### src/rtl/indexed_lsh_extract.sv
// indexed_lsh_extract: register-backed sorted-row buffer.
// It removes the entry at an index, returns that entry, and moves the entries
// above it one slot toward index 0. It can also stream the row out in order.
// The row is loaded in parallel from the insert stage. Entry 0 sits in the MSBs
// of load_arr and arr_out.
// Build option: ZERO_FILL_EN. When it is defined, slot N-1 is written to 0 on
// every compaction. When it is not defined, slot N-1 keeps its old (stale)
// value, so consumers must qualify the row with count.
//
// Handshakes: a transfer happens on the rising edge where valid and ready are
// both high. Ready never depends on the valid of the same channel. load_ready
// is high whenever the block is IDLE. del_ready is high in IDLE while
// load_valid is low. drain_start is taken in IDLE only when no load and no
// delete is requested. A request that loses arbitration is not accepted and
// leaves no trace. out_valid stays high with out_data held until out_ready
// is seen.
module indexed_lsh_extract #(
    parameter int N_ENTRIES = 16,
    parameter int DATA_W    = 32,
    parameter int IDX_W     = 4,
    parameter int CNT_W     = 5
) (
    input  logic                        clk,
    input  logic                        rst_n,
    input  logic                        load_valid,
    input  logic [N_ENTRIES*DATA_W-1:0] load_arr,
    input  logic [CNT_W-1:0]            load_count,
    output logic                        load_ready,
    input  logic                        del_valid,
    input  logic [IDX_W-1:0]            del_idx,
    output logic                        del_ready,
    output logic                        rsp_valid,
    output logic [DATA_W-1:0]           rsp_data,
    output logic                        rsp_err,
    input  logic                        drain_start,
    output logic                        out_valid,
    output logic [DATA_W-1:0]           out_data,
    output logic                        out_last,
    input  logic                        out_ready,
    output logic                        drain_done,
    output logic [N_ENTRIES*DATA_W-1:0] arr_out,
    output logic [CNT_W-1:0]            count,
    output logic                        busy
);

    typedef enum logic {
        S_IDLE  = 1'b0,
        S_DRAIN = 1'b1
    } state_t;

    state_t                  state_q;
    state_t                  state_d;
    logic [DATA_W-1:0]       arr_q [N_ENTRIES];
    logic [CNT_W-1:0]        count_q;

    logic                    idle;
    logic                    load_fire;
    logic                    del_fire;
    logic                    del_ok;
    logic                    start_fire;
    logic                    beat_fire;
    logic                    shift_en;
    logic [IDX_W-1:0]        shift_idx;
    logic [CNT_W-1:0]        load_cnt_clamped;

    // Handshake decode and arbitration. Load wins over delete, and delete wins over drain start.
    always_comb begin
        idle             = (state_q == S_IDLE);
        load_ready       = idle;
        del_ready        = idle && !load_valid;
        load_fire        = load_valid && idle;
        del_fire         = del_valid && del_ready;
        del_ok           = (CNT_W'(del_idx) < count_q);
        start_fire       = drain_start && idle && !load_valid && !del_valid;
        beat_fire        = (state_q == S_DRAIN) && out_ready;
        shift_en         = (del_fire && del_ok) || beat_fire;
        shift_idx        = beat_fire ? '0 : del_idx;
        load_cnt_clamped = (load_count > CNT_W'(N_ENTRIES)) ? CNT_W'(N_ENTRIES) : load_count;
    end

    // State register.
    always_ff @(posedge clk or negedge rst_n) begin
        if (!rst_n) begin
            state_q <= S_IDLE;
        end else begin
            state_q <= state_d;
        end
    end

    // Next state: an empty row never enters DRAIN, and the last beat returns to IDLE.
    always_comb begin
        state_d = state_q;
        case (state_q)
            S_IDLE: begin
                if (start_fire && (count_q != '0)) begin
                    state_d = S_DRAIN;
                end
            end
            S_DRAIN: begin
                if (beat_fire && (count_q == CNT_W'(1))) begin
                    state_d = S_IDLE;
                end
            end
            default: state_d = S_IDLE;
        endcase
    end

    // Row storage: parallel load, or remove one slot and shift the upper entries down by one.
    always_ff @(posedge clk or negedge rst_n) begin
        if (!rst_n) begin
            for (int i = 0; i < N_ENTRIES; i++) begin
                arr_q[i] <= '0;
            end
            count_q <= '0;
        end else if (load_fire) begin
            for (int i = 0; i < N_ENTRIES; i++) begin
                arr_q[i] <= load_arr[(N_ENTRIES-1-i)*DATA_W +: DATA_W];
            end
            count_q <= load_cnt_clamped;
        end else if (shift_en) begin
            for (int i = 0; i < N_ENTRIES - 1; i++) begin
                if (i >= int'(shift_idx)) begin
                    arr_q[i] <= arr_q[i+1];
                end
            end
`ifdef ZERO_FILL_EN
            arr_q[N_ENTRIES-1] <= '0;
`else
            arr_q[N_ENTRIES-1] <= arr_q[N_ENTRIES-1];
`endif
            count_q <= count_q - CNT_W'(1);
        end
    end

    // Delete response and drain completion. Each is a one-cycle pulse after the accepting edge.
    always_ff @(posedge clk or negedge rst_n) begin
        if (!rst_n) begin
            rsp_valid  <= 1'b0;
            rsp_data   <= '0;
            rsp_err    <= 1'b0;
            drain_done <= 1'b0;
        end else begin
            rsp_valid  <= del_fire;
            rsp_err    <= del_fire && !del_ok;
            rsp_data   <= (del_fire && del_ok) ? arr_q[del_idx] : '0;
            drain_done <= (start_fire && (count_q == '0)) ||
                          (beat_fire && (count_q == CNT_W'(1)));
        end
    end

    // Drain beat and status outputs. Entry 0 always forms the current beat.
    always_comb begin
        busy      = (state_q != S_IDLE);
        out_valid = (state_q == S_DRAIN);
        out_data  = arr_q[0];
        out_last  = (state_q == S_DRAIN) && (count_q == CNT_W'(1));
        count     = count_q;
        for (int i = 0; i < N_ENTRIES; i++) begin
            arr_out[(N_ENTRIES-1-i)*DATA_W +: DATA_W] = arr_q[i];
        end
    end

endmodule

### config.mk
export PLATFORM = sky130hd
export DESIGN_NAME = indexed_lsh_extract
export DESIGN_NICKNAME = d
export VERILOG_FILES = /design/src/rtl/indexed_lsh_extract.sv
export SDC_FILE = /design/constraint.sdc
export NUM_CORES = 1
export LEC_CHECK = 0
export CAP_MARGIN = 20
export CELL_PAD_IN_SITES_DETAIL_PLACEMENT = 1
export CELL_PAD_IN_SITES_GLOBAL_PLACEMENT = 1
export CORE_AREA = 5 5 434 436
export CTS_CLUSTER_DIAMETER = 200
export DETAILED_ROUTE_END_ITERATION = 10
export DIE_AREA = 0 0 439 441
export DONT_BUFFER_PORTS = 1
export MAX_ROUTING_LAYER = met4
export PLACE_DENSITY = 0.39
export SLEW_MARGIN = 20
export SYNTH_ARGS = -nofsm -noshare
export SYNTH_HDL_FRONTEND = slang
export SYNTH_SLANG_ARGS = --single-unit
### constraint.sdc
create_clock -name clk -period 2.5 [get_ports clk]
set_clock_uncertainty 0.2 [all_clocks]
set_input_delay 0.375 -clock clk [delete_from_list [all_inputs] [get_ports clk]]
set_output_delay 0.375 -clock clk [all_outputs]
set_load 0.05 [all_outputs]
==> results of run 1 <==
==> layout make-up <==
class / instances / area share
Multi-Input combinational cell: 2327 / 0.349
Sequential cell: 553 / 0.272
Timing Repair Buffer: 1314 / 0.263
Tap cell: 2480 / 0.0610
Clock buffer: 120 / 0.0471
Clock inverter: 22 / 0.00554
Antenna cell: 24 / 0.00118
Inverter: 8 / 0.000664
==> routing by layer <==
metal / routed length, µm / vias up
met5: 0 / -
met4: 8580 / 0
met3: 13700 / 293
met2: 120000 / 1100
met1: 87000 / 15829
li1: - / 13384
==> worst min-delay path: stages <==
cell and delay, ps:
mux2i_1 180, buf_4 200, a211oi_2 80
==> registers in the layout, summed over array words and instances (netlist names) <==
| signal | flops |
|---|---|
| arr_out | 480 |
| busy | 1 |
| count | 5 |
| drain_done | 1 |
| out_data | 32 |
| rsp_data | 32 |
| rsp_err | 1 |
| rsp_valid | 1 |
==> logic make-up after synthesis <==
group / share of synthesized area
flops: 0.453
simple gates: 0.174
compound gates: 0.109
mux: 0.212
fa+ha+maj: 0.00246
buf+inv: 0.0504
==> where the power goes <==
group / switching (mW) / total [mW] / internal (mW)
Clock: 4.86 / 12.1 / 7.20
Sequential: 4.11 / 17.5 / 13.4
Combinational: 39.6 / 60.8 / 21.1
Total: 48.6 / 90.3 / 41.7
==> Yosys cell counts, types with 4 or more instances <==
master and n:
ha_1 6, buf_1 6, a211oi_1 64, mux2i_1 33
a21oi_1 205, buf_6 6, o21ai_2 4, a41oi_1 161
o21ai_1 4, nand2_1 1319, mux4_2 128, inv_1 8
a31oi_1 34, dfrtp_1 553, clkbuf_1 156, nor2b_1 37
mux2_1 39, buf_2 80, buf_4 58, nor2_1 9
mux2_2 249
==> path summary, 6_finish.rpt <==
check                           startpoint      endpoint  slack (ps)
worst min register to register    count[3]      count[3]         500
min in group asynchronous            rst_n  arr_out[414]         140
worst max register to register    count[2]   arr_out[63]        -200
worst max-delay path              count[2]   arr_out[63]        -200
worst min-delay path            del_idx[2]  rsp_data[28]          60
max in group asynchronous            rst_n  arr_out[180]         380
==> per-stage QoR <==
| stage | setup slack, ps | setup TNS [ps] | utilization | cells | total power, mW |
|---|---|---|---|---|---|
| final | -204 | -44490 | 0.276 | 6848 | 90.3 |
| after global routing | -284 | -74650 | 0.276 | 6845 | 94.3 |
| after CTS | -203 | -43180 | 0.268 | 6817 | 90.0 |
| after detailed placement | -291 | -58700 | 0.209 | 6054 | 70.7 |
| after global placement | -296 | -71450 | 0.209 | 6054 | 70.3 |
| after floorplan | -100 | -6250 | - | 3194 | 49.4 |
==> what timing repair did <==
| item | in CTS | in global routing |
|---|---|---|
| gates cloned | 43 | 7 |
| setup buffers | 47 | 12 |
| pin swaps | 10 | 14 |
| gates resized for setup | 245 | 218 |
| endpoints found under the hold margin | 1103 | 298 |
| setup endpoints to repair | 422 | 472 |
| hold buffers | 533 | 5 |
==> impl_metrics.env, run 1 <==
export IMPL_cpMostUsedCell="buf_12"
export IMPL_htree_levels=3
export IMPL_clock_latency_ps=690
export IMPL_antenna_found_initial=30
export IMPL_post_drt_wl_per_cell_um=33.5
export IMPL_grt_pass1_wl_mm=300
export IMPL_tightestPinTransition_ps=862
export IMPL_cts_buffer_depth=3
export IMPL_hp_class="in -> reg"
export IMPL_yosys_area_top_type_share=0.453
export IMPL_final_cell_mix="nand2_1 (1317), buf_4 (626), dfrtp_1 (549)"
export IMPL_max_freq_mhz=370
export IMPL_ant_nets=0
export IMPL_seq_area_mm2=0.0138
export IMPL_slew_headroom=0.425
export IMPL_use_met2=0.417
export IMPL_synth_edff_count=0
export IMPL_rows=158
export IMPL_synth_cell_types=42
export IMPL_dpl_instance_area_mm2=0.0385
export IMPL_cellLeakagePower_nw=22.0
export IMPL_ff2ff_path_depth=12
export IMPL_slowest_stage="dfrtp_2"
export IMPL_grt_max_degree=554
export IMPL_drive_gt1_frac=0.365
export IMPL_grt_ovfl_total=0
export IMPL_crit_type="reg -> reg"
export IMPL_setup_viol=407
export IMPL_required_ps=2870
export IMPL_ios=1116
export IMPL_die_y_um=441
export IMPL_synth_area_per_cell_um2=9.57
export IMPL_dpl_hpwl_mm=163
export IMPL_crit_path_max_fanout=7
export IMPL_crit_chain="inv_2 > ha_4 > a21o_1 > a31o_1 > a211oi_4 > buf_4 > buf_12 > buf_8 > o21ai_4 > buf_12 > clkbuf_16 > mux2_2"
export IMPL_syn_area_mm2=0.0306
export IMPL_multi_input_area_mm2=0.0178
export IMPL_crit_cells=12
export IMPL_yosysTopAreaCell="dfrtp_1"
export IMPL_fill_cells=20750
export IMPL_ys_flop_type="dfrtp_1"
export IMPL_initial_core_util=0.166
export IMPL_port_buffers=0
export IMPL_async_reset_ff_frac=1.00
export IMPL_postLayoutCellArea_mm2=0.0508
export IMPL_hold_viol_final=0
export IMPL_violations="setup timing"
export IMPL_synth_nets=3727
export IMPL_avgViaCountPerCell=4.47
export IMPL_use_met3=0.0540
export IMPL_setup_slack_ps=-204
export IMPL_outcome="finished with violations"
export IMPL_die_w_um=439
export IMPL_cts_buffers=80
export IMPL_initialDrtViolationCount=1757
export IMPL_num_vias=30606
export IMPL_vdd_drop_max_v=0.000591
export IMPL_cp_top_family="buffers and inverters"
export IMPL_hold_depth=3
export IMPL_grt_pass1_vias=33079
export IMPL_slowest_delay_ps=400
export IMPL_nets=4817
export IMPL_final_common_cell="nand2_1"
export IMPL_routabilityCongestion=0.883
export IMPL_end_kind="register"
export IMPL_power_density_mw_per_mm2=1780
export IMPL_drt_wl_total_mm=229
export IMPL_syn_inst=3194
export IMPL_grt_use_total=0.231
export IMPL_ys_warn_count=0
export IMPL_clkTransAtPathRegs_ps=60
export IMPL_design_die_area_mm2=0.194
export IMPL_first_pass_iters=7
export IMPL_critical_path_arrival_ps=3070
export IMPL_cp_buffers_inverters=6
export IMPL_top_usage_layer="met2"
export IMPL_ys_seq_elements=553
export IMPL_cts_tree="yes"
export IMPL_drc=0
export IMPL_slew_viol_final=0
export IMPL_rsz0062_at_grt="true"
export IMPL_cts_sinks=553
export IMPL_period_minus_slack_ps=2700
export IMPL_clockRootBuffer="clkbuf_16"
export IMPL_area_growth_pct=66.3
export IMPL_maxCapViolCount=0
export IMPL_finalCritPeriodShare=1.08
export IMPL_synth_area_leaders="dfrtp_1 (45%), nand2_1 (16%), mux4_2 (9.4%)"
export IMPL_cp_start_kind="register"
export IMPL_core_mm2=0.184
export IMPL_worst_hold_slack_ps=57.4
export IMPL_met1_usage=0.251
export IMPL_yosysSeqAreaShare=0.453
Power figures use the tool's default switching activity.
==> run 2: changes to the inputs <==
RECOVER_POWER = 50   (was unset)
==> run 2 against run 1 <==
Compared with the run above:
- the flow finishes with violations (capacitance limit, slew limit, setup timing)
- power is 2.3% lower
- via count is 0.11% lower
- count of clock-buffer cells in the layout stayed put
- global-route usage stayed put
- sequential power hardly changed
- cell count hardly changed
- clock power hardly changed
- wire length hardly changed
- largest power group unchanged
==> impl_metrics.env, run 2 (synthesis gave the netlist of run 1 again) <==
export IMPL_outcome="finished with violations"
export IMPL_violations="capacitance limit, slew limit, setup timing"
export IMPL_slowest_delay_ps=410
export IMPL_top_usage_layer="met2"
export IMPL_crit_path_start="count[2]"
export IMPL_grt_pass1_wl_mm=300
export IMPL_dpl_instance_area_mm2=0.0385
export IMPL_crit_path_max_fanout=8
export IMPL_avgViaCountPerCell=4.47
export IMPL_port_buffers=0
export IMPL_dpl_hpwl_mm=163
export IMPL_setup_slack_ps=-216
export IMPL_crit_chain="inv_2 > ha_4 > a21o_1 > a31o_1 > a211oi_4 > buf_4 > nor2b_4 > buf_8 > buf_12 > mux2_4"
export IMPL_period_minus_slack_ps=2720
export IMPL_cts_tree="yes"
export IMPL_area_growth_pct=62.7
export IMPL_reg2reg_to="out_data[23]"
export IMPL_grt_max_degree=554
export IMPL_htree_levels=3
export IMPL_grt_pass1_vias=33079
export IMPL_rows=158
export IMPL_crit_path_end="out_data[23]"
export IMPL_clkTransAtPathRegs_ps=60
export IMPL_antenna_found_initial=30
export IMPL_cts_buffers=80
export IMPL_slew_viol_final=21
export IMPL_rsz0062_at_grt="true"
export IMPL_clock_latency_ps=690
export IMPL_drive_gt1_frac=0.322
export IMPL_required_ps=2860
export IMPL_num_vias=30572
export IMPL_core_mm2=0.184
export IMPL_slowest_stage="dfrtp_2"
export IMPL_grt_ovfl_total=0
export IMPL_end_kind="register"
export IMPL_postLayoutCellArea_mm2=0.0497
export IMPL_critical_path_arrival_ps=3080
export IMPL_placed_cells=6054
export IMPL_die_w_um=439
export IMPL_nets=4817
export IMPL_power_density_mw_per_mm2=1770
export IMPL_ff2ff_path_depth=10
export IMPL_initialDrtViolationCount=1673
export IMPL_drc=0
export IMPL_drt_wl_total_mm=229
export IMPL_min_from="del_idx[2]"
export IMPL_ios=1116
export IMPL_cts_sinks=553
export IMPL_first_pass_iters=5
export IMPL_slew_headroom=-0.0402
export IMPL_post_drt_wl_per_cell_um=33.5
export IMPL_hold_viol_final=0
export IMPL_finalNonFillerCells=6846
export IMPL_final_cell_mix="nand2_1 (1317), dfrtp_1 (550), dlygate4sd3_1 (532)"
export IMPL_maxCapViolCount=1
export IMPL_cts_buffer_depth=3
export IMPL_tightestPinTransition_ps=1560
export IMPL_design_die_area_mm2=0.194
export IMPL_ant_nets=0
export IMPL_final_common_cell="nand2_1"
export IMPL_largest_reg_flops=480
export IMPL_finalCritPeriodShare=1.09
export IMPL_cellLeakagePower_nw=21.2
export IMPL_crit_type="reg -> reg"
export IMPL_cp_start_kind="register"
export IMPL_total_power_mw=88.3
export IMPL_vdd_drop_max_v=0.000588
export IMPL_r2r_start="count[2]"
export IMPL_use_met3=0.0540
export IMPL_clockRootBuffer="clkbuf_16"
export IMPL_grt_use_total=0.231
export IMPL_initial_core_util=0.166
export IMPL_hp_class="in -> reg"
export IMPL_use_met2=0.417
export IMPL_routabilityCongestion=0.883
export IMPL_max_freq_mhz=368
export IMPL_setup_viol=483
export IMPL_met1_usage=0.251
export IMPL_die_y_um=441
export IMPL_r2r_slack_ps=-220
==> run 2: layout make-up <==
class / instances / area, µm²
Antenna cell: 22 / 55.1
Clock buffer: 120 / 2390
Clock inverter: 22 / 282
Fill cell: 20928 / 135000
Inverter: 8 / 33.8
Multi-Input combinational cell: 2327 / 17800
Sequential cell: 553 / 13800
Tap cell: 2480 / 3100
Timing Repair Buffer: 1314 / 12300
==> run 2: how the worst min path moves through the flow <==
stage                   end  slack [ps]  depth (start not counted)
6_report       rsp_data[28]          60                          3
5_1_grt        arr_out[283]           2                          3
2_1_floorplan    arr_out[0]        -120                          0
3_5_place_dp   arr_out[471]        -100                          0
4_1_cts        arr_out[471]        -890                          0
3_3_place_gp   arr_out[471]        -100                          0
==> run 2: report_power, final <==
| group | internal [mW] | total [mW] | leakage, nW | switching (mW) |
|---|---|---|---|---|
| clock | 7.20 | 12.1 | 1.32 | 4.85 |
| sequential | 13.4 | 17.5 | 6.55 | 4.04 |
| combinational | 19.1 | 58.8 | 13.3 | 39.7 |
==> run 2: worst max-delay path: cells and delay by family, from the launching register on <==
kind	cells	cell delay, ps
and+or+nand+nor	1	210
adders and majority gates	1	190
buffers and inverters	4	640
muxes	1	320
AOI/OAI and AO/OA	3	590
DFF	1	410
==> run 2: repair_timing <==
item	4_1_cts	5_1_grt
endpoints found under the hold margin	1103	298
hold buffers	533	5
setup endpoints to repair	422	472
cloned	43	7
buffers inserted	47	12
resized for setup	245	218
pin swaps	10	14
==> run 2: routing by layer <==
metal | up-vias | part of all wire
met3 | 311 | 0.059
met2 | 1111 | 0.52
met4 | 0 | 0.039
met5 | - | 0
li1 | 13399 | -
met1 | 15751 | 0.38
==> run 2: per-stage QoR <==
step                      worst slack (ps)  TNS, ps  hold WS, ps   util
final                                 -216   -50260         56.6  0.270
after global routing                  -284   -95990         2.49  0.270
after CTS                             -203   -43180         -886  0.268
after detailed placement              -291   -58700        -98.0  0.209
after global placement                -296   -71450        -99.6  0.209
after floorplan                       -100    -6250         -121      -
